## src/rtl/fifo_arbiter_pkg.sv

```systemverilog
// fifo_arbiter_pkg: shared FSM state type and default sizing for the FIFO arbiter.
package fifo_arbiter_pkg;
    localparam int NUM_REQ_DEF = 4;
    localparam int BURST_DEF   = 4;
    localparam int GRANT_W     = 2;
    typedef enum logic [1:0] {IDLE, POP, GAP, DRAIN} state_t;
endpackage

```

## src/rtl/fifo_arbiter_rr_pick.sv

```systemverilog
// rr_pick: combinational round-robin search for the first non-empty FIFO after last_grant.
module rr_pick import fifo_arbiter_pkg::*; #(
    parameter int NUM_REQ = NUM_REQ_DEF
) (
    input  logic [NUM_REQ-1:0] fifo_empty,
    input  logic [GRANT_W-1:0] last_grant,
    output logic [GRANT_W-1:0] grant_next,
    output logic               found
);
    always_comb begin
        grant_next = '0;
        found      = 1'b0;
        // Walk farthest-first so the nearest candidate after last_grant wins.
        for (int k = NUM_REQ; k >= 1; k--) begin
            if (!fifo_empty[GRANT_W'((int'(last_grant) + k) % NUM_REQ)]) begin
                grant_next = GRANT_W'((int'(last_grant) + k) % NUM_REQ);
                found      = 1'b1;
            end
        end
    end
endmodule

```

## src/rtl/fifo_arbiter.sv

```systemverilog
// fifo_arbiter: round-robin burst arbiter popping requester FIFOs into one downstream stream.
// Defining ARB_GRANT_CNT_EN adds per-requester saturating pop counters on grant_cnt.
module fifo_arbiter import fifo_arbiter_pkg::*; #(
    parameter int BITNUMBER = 6,
    parameter int NUM_REQ   = NUM_REQ_DEF,
    parameter int BURST     = BURST_DEF
) (
    input  logic                           clk,
    input  logic                           reset,
    input  logic [NUM_REQ-1:0]             fifo_empty,
    input  logic [NUM_REQ-1:0]             fifo_valid,
    input  logic [NUM_REQ*BITNUMBER-1:0]   fifo_data,
    input  logic                           out_pause,
    output logic [NUM_REQ-1:0]             fifo_rd,
    output logic [BITNUMBER-1:0]           data_out,
    output logic                           push,
    output logic [GRANT_W-1:0]             grant,
    output logic                           busy
`ifdef ARB_GRANT_CNT_EN
    ,
    output logic [NUM_REQ*8-1:0]           grant_cnt
`endif
);
    localparam int CW = $clog2(BURST) + 1;
    localparam logic [CW-1:0] BURST_C = CW'(BURST);

    state_t               r_state, w_state_nx;
    logic [NUM_REQ-1:0]   r_fifo_rd, w_rd_nx;
    logic [GRANT_W-1:0]   r_grant, w_grant_nx, r_last_grant, w_last_nx, w_pick;
    logic [CW-1:0]        r_pop_cnt, w_cnt_nx;
    logic [1:0]           r_outstanding;
    logic [BITNUMBER-1:0] r_data_out;
    logic                 r_push, r_busy, w_found, w_pop, w_val;

    rr_pick #(.NUM_REQ(NUM_REQ)) u_pick (
        .fifo_empty (fifo_empty),
        .last_grant (r_last_grant),
        .grant_next (w_pick),
        .found      (w_found)
    );

    // Only read data we asked for: stray or post-reset valids are dropped.
    assign w_pop = r_fifo_rd[r_grant];
    assign w_val = fifo_valid[r_grant] && (r_outstanding != 2'd0);

    always_comb begin
        w_state_nx = r_state;
        w_rd_nx    = '0;
        w_grant_nx = r_grant;
        w_cnt_nx   = r_pop_cnt;
        w_last_nx  = r_last_grant;
        case (r_state)
            IDLE: if (w_found) begin
                w_state_nx = POP;
                w_grant_nx = w_pick;
                w_cnt_nx   = '0;
            end
            POP: if (fifo_empty[r_grant]) begin
                w_state_nx = DRAIN;
            end else if (!out_pause) begin
                w_rd_nx[r_grant] = 1'b1;
                w_cnt_nx         = r_pop_cnt + 1'b1;
                w_state_nx       = GAP;
            end
            GAP: w_state_nx = (r_pop_cnt < BURST_C) ? POP : DRAIN;
            DRAIN: if (r_outstanding == 2'd0) begin
                w_state_nx = IDLE;
                w_last_nx  = r_grant;
            end
            default: w_state_nx = IDLE;
        endcase
    end

    always_ff @(posedge clk) begin
        if (!reset) begin
            r_state       <= IDLE;
            r_fifo_rd     <= '0;
            r_grant       <= '0;
            r_last_grant  <= GRANT_W'(NUM_REQ - 1);
            r_pop_cnt     <= '0;
            r_outstanding <= '0;
            r_push        <= 1'b0;
            r_data_out    <= '0;
            r_busy        <= 1'b0;
        end else begin
            r_state       <= w_state_nx;
            r_fifo_rd     <= w_rd_nx;
            r_grant       <= w_grant_nx;
            r_last_grant  <= w_last_nx;
            r_pop_cnt     <= w_cnt_nx;
            r_outstanding <= r_outstanding + {1'b0, w_pop} - {1'b0, w_val};
            r_push        <= w_val;
            r_busy        <= (w_state_nx != IDLE);
            if (w_val) r_data_out <= fifo_data[r_grant*BITNUMBER +: BITNUMBER];
        end
    end

    assign fifo_rd  = r_fifo_rd;
    assign data_out = r_data_out;
    assign push     = r_push;
    assign grant    = r_grant;
    assign busy     = r_busy;

`ifdef ARB_GRANT_CNT_EN
    logic [7:0] r_gcnt [NUM_REQ];

    always_ff @(posedge clk) begin
        for (int i = 0; i < NUM_REQ; i++) begin
            if (!reset) r_gcnt[i] <= '0;
            else if (r_fifo_rd[i] && r_gcnt[i] != 8'hff) r_gcnt[i] <= r_gcnt[i] + 8'd1;
        end
    end

    for (genvar g = 0; g < NUM_REQ; g++) begin : g_cnt
        assign grant_cnt[g*8 +: 8] = r_gcnt[g];
    end
`endif
endmodule

```

## config.mk

```make
export PLATFORM = sky130hd
export DESIGN_NAME = fifo_arbiter
export DESIGN_NICKNAME = d
export VERILOG_FILES = /design/src/rtl/fifo_arbiter_pkg.sv /design/src/rtl/fifo_arbiter_rr_pick.sv /design/src/rtl/fifo_arbiter.sv
export SDC_FILE = /design/constraint.sdc
export NUM_CORES = 1
export LEC_CHECK = 0
export ABC_AREA = 1
export BUFFER_PORTS_ARGS = -buffer_cell sky130_fd_sc_hd__buf_2
export CORE_ASPECT_RATIO = 0.8
export CORE_MARGIN = 2
export CORE_UTILIZATION = 30
export CTS_CLUSTER_DIAMETER = 50
export DETAILED_ROUTE_END_ITERATION = 6
export HOLD_SLACK_MARGIN = 0.05
export PLACE_DENSITY = 0.51
export SETUP_SLACK_MARGIN = 0.05
export SLEW_MARGIN = 20
export SYNTH_ARGS = -nofsm -noshare
export SYNTH_HDL_FRONTEND = slang
export SYNTH_HIERARCHICAL = 1
export SYNTH_SLANG_ARGS = --single-unit
export TNS_END_PERCENT = 5
```

## constraint.sdc

```tcl
create_clock -name clk -period 2.4 [get_ports clk]
set_input_delay 0.12 -clock clk [delete_from_list [all_inputs] [get_ports clk]]
set_output_delay 0.12 -clock clk [all_outputs]
set_load 0.03 [all_outputs]
```

==> out/metrics.yaml, run 1 <==
timing:
  worst_slew_pin_slew_ns: 0.3417
  report.final.slew_viol_count: 0
  period_needed_ns: 2.033
  fmax_ghz: 0.4920
  post-route-period-util: 0.8470
  whs_ns: 0.2250
  tns_ns: 0
  setup_viol: 0
  grt_setup_unrepaired: "no"
  final_hold_viol_count: 0
  fin_ws_ns: 0.3673
  fin_skew_ns: 0.004056
  max_slew_margin: 0.7722
cts:
  root_buffer: "clkbuf_8"
  cts_max_path_buffers: 2
  cts_tree: "done"
  hold_buffers: 0
  cts.sinks: 23
  cts_buffers: 3
  htreeDepth: 1
  cts.clk_slew.worst_paths_ns: 0.08
  clk_latency_ns: 0.26
  cts_setup_buffers: 0
  cts_resized: 0
die:
  start_util: 0.3180
  die_x_um: 86.39
  die-area_sq_um: 6039
  coreArea_sq_um: 5122
  die_y_um: 69.91
  io_pins: 49
  row_count: 23
global_routing:
  grt_pass1_vias: 1491
  grt_use_total: 0.1400
  grt_pass1_wl_mm: 6.837
  overflow: 0
  grt_max_degree: 19
  antenna_found_initial: 0
synthesis:
  synth_top_area_share: 0.2826
  syn_area_sq_um: 1629
  syn_nets: 287
  yosysTopAreaCell: "dfxtp_1"
  synthTopCellsByArea: "dfxtp_1, nand2_1, inv_1, nor2_1, nand3_1"
  synth.most_common_cell: "nand2_1"
  async_flop_share: 0
  ys_ff_latch: 23
  synth.top_cells.by_count: "nand2_1, dfxtp_1, inv_1"
  postSynthCellCount: 249
  ys_types: 33
  synth_edf_count: 0
  yosys_warnings: 6
  ys_seq_area_frac: 0.2826
  synth_ff_type: "dfxtp_1"
  synth.avg_cell_area_sq_um: 6.542
setup_path:
  worstPathMaxFanout: 11
  critPathKind: "reg -> reg"
  startpoint_type: "flop"
  cp.arrival_ns: 2.23
  end_kind: "flop"
  required_ns: 2.60
cells_and_area:
  area_growth_pct: 21.20
  drive_gt1_frac: 0.3233
  diodes: 0
  num-nets-final: 339
power:
  power_density_nw_per_um2: 991.3
  p_total_mw: 1.957
  leakage_nw: 1.111
  peakVddDrop_uv: 540.0
drt:
  drt-total-wl_mm: 4.082
  antenna_left: 0
  drtPass1Iterations: 4
  avgRoutedWirePerCell_um: 11.28
  drc: 0
  drt_iter0_drc: 68
  vias: 1578
  vias_per_cell: 4.359
run:
  maxCapViolCount: 0
placed_design:
  pre_cts_ws_ns: 0.3829
  hpwlAfterDp_mm: 3.287
  place.gp.congestion: 0.7874
  io_buffer_count: 48
run_status:
  status: "finished clean"
hold_path:
  min_path_type: "in -> reg"
## layer usage
metal | global-route usage | share of wire
met5 | 0 | 0
met4 | 0.02083 | 0.0049
met3 | 0.03191 | 0.048
met2 | 0.2043 | 0.39
met1 | 0.2123 | 0.56
## final cells by class
class                      instances  area (sq um)
sequential                        23         460.4
tap                               62         77.57
clock buffer                       3         41.29
timing repair buffer              53         277.8
inverter                          28         117.6
clock inverter                     1         5.005
multi-input combinational        192         994.7
fill                             568          3148
## critical path, stage by stage, from the launching register on
cell and delay (ns):
dfxtp_1 0.32, buf_4 0.23, nor2_4 0.10, nand2_1 0.07
nand2_1 0.05, a221oi_1 0.29, ha_1 0.30, inv_1 0.05
ha_1 0.15, xor2_1 0.18, o21ai_0 0.10, a21oi_1 0.12
## kinds of logic after synthesis
group | Yosys count | synth area share
buffers and inverters | 34 | 0.1068
AO/OA/AOI/OAI | 25 | 0.1091
AND/OR/NAND/NOR | 162 | 0.4677
XOR/XNOR | 2 | 0.01075
flip-flops | 23 | 0.2826
adder cells (fa/ha/maj) | 3 | 0.02304
## through the flow
stage / area [sq um] / std cells / utilization
3_3_place_gp: 1928 / 358 / 0.3764
6_report: 1974 / 362 / 0.3854
5_1_grt: 1974 / 362 / 0.3854
3_5_place_dp: 1928 / 358 / 0.3764
4_1_cts: 1974 / 362 / 0.3854
2_1_floorplan: 1629 / 249 / -
## power breakdown
| part | internal (mW) | switching [mW] |
|---|---|---|
| Sequential | 0.476 | 0.0634 |
| Clock | 0.116 | 0.125 |
| Combinational | 0.388 | 0.789 |
## cell usage in the layout (no fill, tap or decap), types with 2 or more instances in the layout
| master | count |
|---|---|
| nand2_2 | 10 |
| nand3_2 | 4 |
| o21ai_0 | 7 |
| ha_1 | 3 |
| inv_6 | 2 |
| a21oi_1 | 6 |
| a21oi_2 | 6 |
| clkbuf_8 | 3 |
| nor2_1 | 19 |
| nor2_8 | 2 |
| nand3_1 | 14 |
| buf_4 | 5 |
| inv_2 | 2 |
| dfxtp_1 | 23 |
| o211ai_1 | 2 |
| inv_1 | 22 |
| buf_2 | 48 |
| nor2_2 | 6 |
| nand2_1 | 99 |
| a22oi_2 | 2 |
| nor3_1 | 3 |
## sequential cells by signal (all words and copies together) (netlist names)
register	flops
grant	2
busy	1
fifo_rd	4
r_state	2
push	1
r_last_grant	2
data_out	6
r_outstanding	2
r_pop_cnt	3
## worst paths after layout
check	start	end	slack (ns)	depth (start not counted)
hold / removal	fifo_data[14]	data_out[2]	0.22	5
hold reg to reg	r_outstanding[1]	r_outstanding[1]	0.47	1
setup reg to reg	grant[0]	r_outstanding[1]	0.37	11
setup / recovery	grant[0]	r_outstanding[1]	0.37	11
No activity file was read; power rests on OpenSTA's default activity.
==> run 2, diff against run 1 <==
- PLACE_DENSITY: 0.51 -> 0.53
- clock period: 2.4 -> 1.83 ns (I/O delays scaled with it)
==> run 2 against run 1 <==
Cell count is 2.5% higher. Highest routed layer unchanged. Global-route usage is 0.17 points higher. Critical path type unchanged. Total power is 39% higher. Sequential cell count stayed put. Wire length is 0.54% lower. Critical endpoint unchanged. Hold slack worse by 0.043 ns. Maximum frequency is 15% higher. Non-clock buffer count is 9 higher. Via count is 5.3% higher. Critical path depth stayed put. Clock skew is 0.0024 ns lower.
==> out/metrics.yaml, run 2 (same netlist as run 1, synthesis figures left out) <==
run_status:
  status: "finished clean"
timing:
  post-route-period-util: 0.9627
  worst_slew_pin_slew_ns: 0.3291
  max_slew_margin: 0.7806
  grt_setup_unrepaired: "yes"
  setup_viol: 0
  final_hold_viol_count: 0
  period_needed_ns: 1.762
  fmax_ghz: 0.5676
  report.final.slew_viol_count: 0
  fin_skew_ns: 0.001683
cells_and_area:
  fillers: 558
  area_growth_pct: 29.34
  multiInputGateArea_sq_um: 1050
  drive_gt1_frac: 0.3657
  final_core_util: 0.4113
  final_cell_mix: "nand2_1, buf_2, inv_1, dfxtp_1, nor2_1"
  diodes: 0
  final_common_cell: "nand2_1"
  largest_reg_flops: 6
  num-nets-final: 348
  register_area_sq_um: 467.9
drt:
  drc: 0
  drtPass1Iterations: 4
  drt-total-wl_mm: 4.060
  antenna_left: 0
  vias_per_cell: 4.477
  drt_iter0_drc: 51
  vias: 1661
  avgRoutedWirePerCell_um: 10.94
cts:
  hold_buffers: 0
  root_buffer: "clkbuf_8"
  cts.sinks: 23
  htreeDepth: 1
  cts_buffers: 3
  cts_max_path_buffers: 2
  cts_tree: "done"
  cts.clk_slew.worst_paths_ns: 0.08
  clk_latency_ns: 0.26
die:
  coreArea_sq_um: 5122
  die-area_sq_um: 6039
  start_util: 0.3180
  io_pins: 49
  die_y_um: 69.91
  die_x_um: 86.39
  row_count: 23
power:
  leakage_nw: 1.159
  power_density_nw_per_um2: 1288
  peakVddDrop_uv: 614.7
  p_total_mw: 2.714
setup_path:
  startpoint_type: "flop"
  critPathMaxStageDelay_ns: 0.45
  crit_path_cell_trace: "nor2_4, a22oi_2, nand2_2, nand2_4, inv_4, ha_4, inv_2, ha_4, xor2_2, o21ai_1, a21oi_1"
  cp.arrival_ns: 1.92
  end_kind: "flop"
  path_buf_inv: 2
  cp_top_family: "flip-flops"
  critPathKind: "reg -> reg"
  required_ns: 1.99
  worstPathMaxFanout: 5
  crit_top_cell: "ha_4"
  cp_slowest_cell: "dfxtp_4"
global_routing:
  grtUsageMet3: 0.03191
  grt_pass1_wl_mm: 6.969
  antenna_found_initial: 0
  grt_max_degree: 19
  busiest_layer: "met1"
  gr-usage-met2: 0.2068
  use_met1: 0.2126
  overflow: 0
  grt_pass1_vias: 1584
  grt_use_total: 0.1417
hold_path:
  min_path_type: "in -> reg"
placed_design:
  hpwlAfterDp_mm: 3.251
  io_buffer_count: 48
  place.gp.congestion: 0.8071
run:
  maxCapViolCount: 0
[run 2: cell count changes in the layout (fill, tap and decap cells not counted), moves of 2 or more]
| cell | delta |
|---|---|
| buf_4 | +9 |
| dfxtp_1 | -2 |
| dfxtp_4 | +2 |
| ha_1 | -2 |
| ha_4 | +2 |
[run 2: worst min-delay path, stage by stage]
cell and delay, ns:
buf_2 0.08, a21oi_1 0.06, nand3_1 0.06, nand2_1 0.05, nor2_1 0.07
[run 2: what timing repair did]
action / in CTS / in global routing
pin swaps: 9 / 6
gates resized for setup: 6 / 2
endpoints found under the setup margin: 1 / 1
setup buffers: 3 / 1
[run 2: routing by layer]
layer,share of wire,wire length [um]
met1,0.53,2154
met2,0.41,1652
met3,0.056,226
met4,0.0064,26
met5,0,0
[run 2: final cells by class]
type,instances,share of cell area
Inverter,28,0.05701
Multi-Input combinational cell,192,0.4982
Sequential cell,23,0.2221
Clock inverter,1,0.002375
Clock buffer,3,0.01960
Tap cell,62,0.03682
Timing Repair Buffer,62,0.1639
[run 2: worst paths after layout]
path                                  startpoint          endpoint  slack (ns)  depth (start not counted)
worst min register to register  r_outstanding[1]  r_outstanding[1]        0.46                          1
worst min-delay path               fifo_data[14]       data_out[2]        0.18                          5
worst max register to register          grant[0]  r_outstanding[1]        0.07                         11
worst max-delay path                    grant[0]  r_outstanding[1]        0.07                         11
[run 2: through the flow]
step	hold WS [ns]	cell area (sq um)	std cells	setup slack, ns	TNS, ns
finish	0.1817	2107	371	0.06825	0
CTS	0.1858	2086	370	0.01920	0
global route	0.2245	2107	371	-0.03110	-0.03110
detailed placement	0.4505	1978	363	-0.04419	-0.04419
floorplan	0.3209	1654	249	-0.1770	-0.2163
global placement	0.4512	1978	363	0.04565	0
[run 2: power by group]
part           internal (mW)  total (mW)  switching (mW)
logic                  0.606        1.62            1.02
clock network          0.152       0.309           0.157
registers              0.635       0.783           0.148
total                   1.39        2.71            1.32
==> run 3, diff against run 2 <==
- BUFFER_PORTS_ARGS: -buffer_cell sky130_fd_sc_hd__buf_2 -> -buffer_cell sky130_fd_sc_hd__clkbuf_2
==> run 3 against run 2 <==
Sequential cell count unchanged. Die area stayed put. Sequential share of layout area about the same. First-iteration DRC count up 96%. Non-clock buffer count is 1 lower. Register-to-register slack lost 0.03 ns. Cell count is 0.27% lower. Clock-buffer cell count unchanged. Wire length grew 0.57%. Hold slack improved by 0.0065 ns. Sequential power hardly changed. Critical path type unchanged. Critical endpoint unchanged. Largest power group unchanged. Highest routed layer unchanged.
==> out/metrics.yaml, run 3 (same netlist as run 1, synthesis figures left out) <==
run_status:
  status: "finished clean"
power:
  power_switching_mw: 1.332
  combPwrFrac: 0.593
  peakVddDrop_uv: 573.2
  power_density_nw_per_um2: 1288
  switching_share: 0.4917
  p_clk_frac: 0.118
  p_int_mw: 1.377
  p_seq_frac: 0.289
  p_total_mw: 2.709
  leakage_nw: 1.151
cts:
  cts_buffers: 3
  clk_latency_ns: 0.26
  htreeDepth: 1
  cts.sinks: 23
  cts_tree: "done"
  cts.clk_slew.worst_paths_ns: 0.08
  hold_buffers: 0
  cts_max_path_buffers: 2
  root_buffer: "clkbuf_8"
global_routing:
  use_met1: 0.2085
  gr-usage-met2: 0.2026
  antenna_found_initial: 0
  grt_max_degree: 19
  grt_use_total: 0.1402
  busiest_layer: "met1"
  grt_pass1_vias: 1501
  grt_pass1_wl_mm: 6.844
  grtUsageMet3: 0.03428
  overflow: 0
die:
  row_count: 23
  die_x_um: 86.39
  io_pins: 49
  start_util: 0.3180
  coreArea_sq_um: 5122
  die_y_um: 69.91
  die-area_sq_um: 6039
setup_path:
  critPathKind: "reg -> reg"
  cp_slowest_cell: "dfxtp_4"
  critPathMaxStageDelay_ns: 0.41
  rr_endpoint: "r_outstanding[1]"
  startpoint_type: "flop"
  reg2reg_slack_ns: 0.04
  end_kind: "flop"
  cp.arrival_ns: 1.95
  critPathCapture: "r_outstanding[1]"
  reg2reg_from: "grant[0]"
  worstPathMaxFanout: 5
  cp-startpoint: "grant[0]"
  worstRegToRegCells: 12
  required_ns: 1.99
  crit_path_cell_trace: "nand2_4, inv_4, a22oi_2, nand2_2, nand2_4, inv_2, ha_4, inv_2, ha_4, xor2_2, o21ai_1, a21oi_1"
cells_and_area:
  final_common_cell: "nand2_1"
  final_cell_mix: "nand2_1, clkbuf_2, inv_1, dfxtp_1, nor2_1"
  num-nets-final: 347
  final_cell_area_sq_um: 2103
  final_core_util: 0.4106
  diodes: 0
  multiInputGateArea_sq_um: 1055
  drive_gt1_frac: 0.3701
  largest_reg_flops: 6
  area_growth_pct: 29.11
  register_area_sq_um: 467.9
  fillers: 565
timing:
  whs_ns: 0.1882
  worst_slew_pin_slew_ns: 0.3666
  grt_setup_unrepaired: "yes"
  period_needed_ns: 1.791
  max_slew_margin: 0.7556
  fin_skew_ns: 0.004145
  final_hold_viol_count: 0
  fin_ws_ns: 0.03890
  setup_viol: 0
  report.final.slew_viol_count: 0
  post-route-period-util: 0.9787
  fmax_ghz: 0.5583
drt:
  drtPass1Iterations: 4
  antenna_left: 0
  vias: 1664
  drc: 0
  drt-total-wl_mm: 4.083
  avgRoutedWirePerCell_um: 11.04
  vias_per_cell: 4.497
  drt_iter0_drc: 100
placed_design:
  hpwlAfterDp_mm: 3.259
  io_buffer_count: 48
  placed_area_sq_um: 1978
  pre_cts_ws_ns: -0.07739
  place.gp.congestion: 0.8054
run:
  maxCapViolCount: 0
hold_path:
  min_path_type: "in -> reg"
[run 3: timing repair]
action | in CTS | in global routing
gates resized for setup | 9 | 0
setup buffers | 2 | 1
pin swaps | 7 | 6
setup endpoints to repair | 1 | 1
hold endpoints to repair | 0 | 0
[run 3: how the worst min path moves through the flow]
stage                     startpoint                to  slack, ns  depth (start not counted)
floorplan              fifo_data[14]       data_out[2]       0.32                          4
global placement    r_outstanding[1]  r_outstanding[1]       0.45                          1
detailed placement  r_outstanding[1]  r_outstanding[1]       0.45                          1
CTS                    fifo_data[14]       data_out[2]       0.18                          5
global route           fifo_data[14]       data_out[2]       0.23                          5
finish                 fifo_data[14]       data_out[2]       0.19                          5
[run 3: area by class of cell]
cell class                 instances  share of cell area
inverter                          28             0.05592
clock inverter                     1            0.002974
timing repair buffer              61              0.1606
multi-input combinational        192              0.5015
clock buffer                       3             0.01963
sequential                        23              0.2225
tap                               62             0.03688
[run 3: metal layers]
metal / up-vias / wire (um) / part of all wire
met5: - / 0 / 0
met4: 0 / 34 / 0.0083
met3: 5 / 218 / 0.053
met2: 44 / 1647 / 0.40
met1: 722 / 2182 / 0.53
li1: 893 / - / -
[run 3: power groups by stage]
stage / clock network (mW) / logic [mW] / registers [mW]
6_report: 0.320 / 1.61 / 0.782
4_1_cts: 0.333 / 1.61 / 0.783
5_1_grt: 0.362 / 1.80 / 0.801
2_1_floorplan: 0 / 1.11 / 0.884
3_5_place_dp: 0 / 1.55 / 0.791
3_3_place_gp: 0 / 1.54 / 0.791
[run 3: worst max-delay path: cells and delay by family (launching register included)]
kind | cells | cell delay [ns]
flops | 1 | 0.41
fa+ha+maj | 2 | 0.40
compound gates | 3 | 0.35
simple gates | 3 | 0.27
xor+xnor | 1 | 0.14
buf+inv | 3 | 0.13
[run 3: metrics by stage]
stage	TNS, ns	instances
finish	0	370
global route	-0.03824	370
CTS	0	369
detailed placement	-0.07739	363
global placement	0	363
floorplan	-0.2163	249
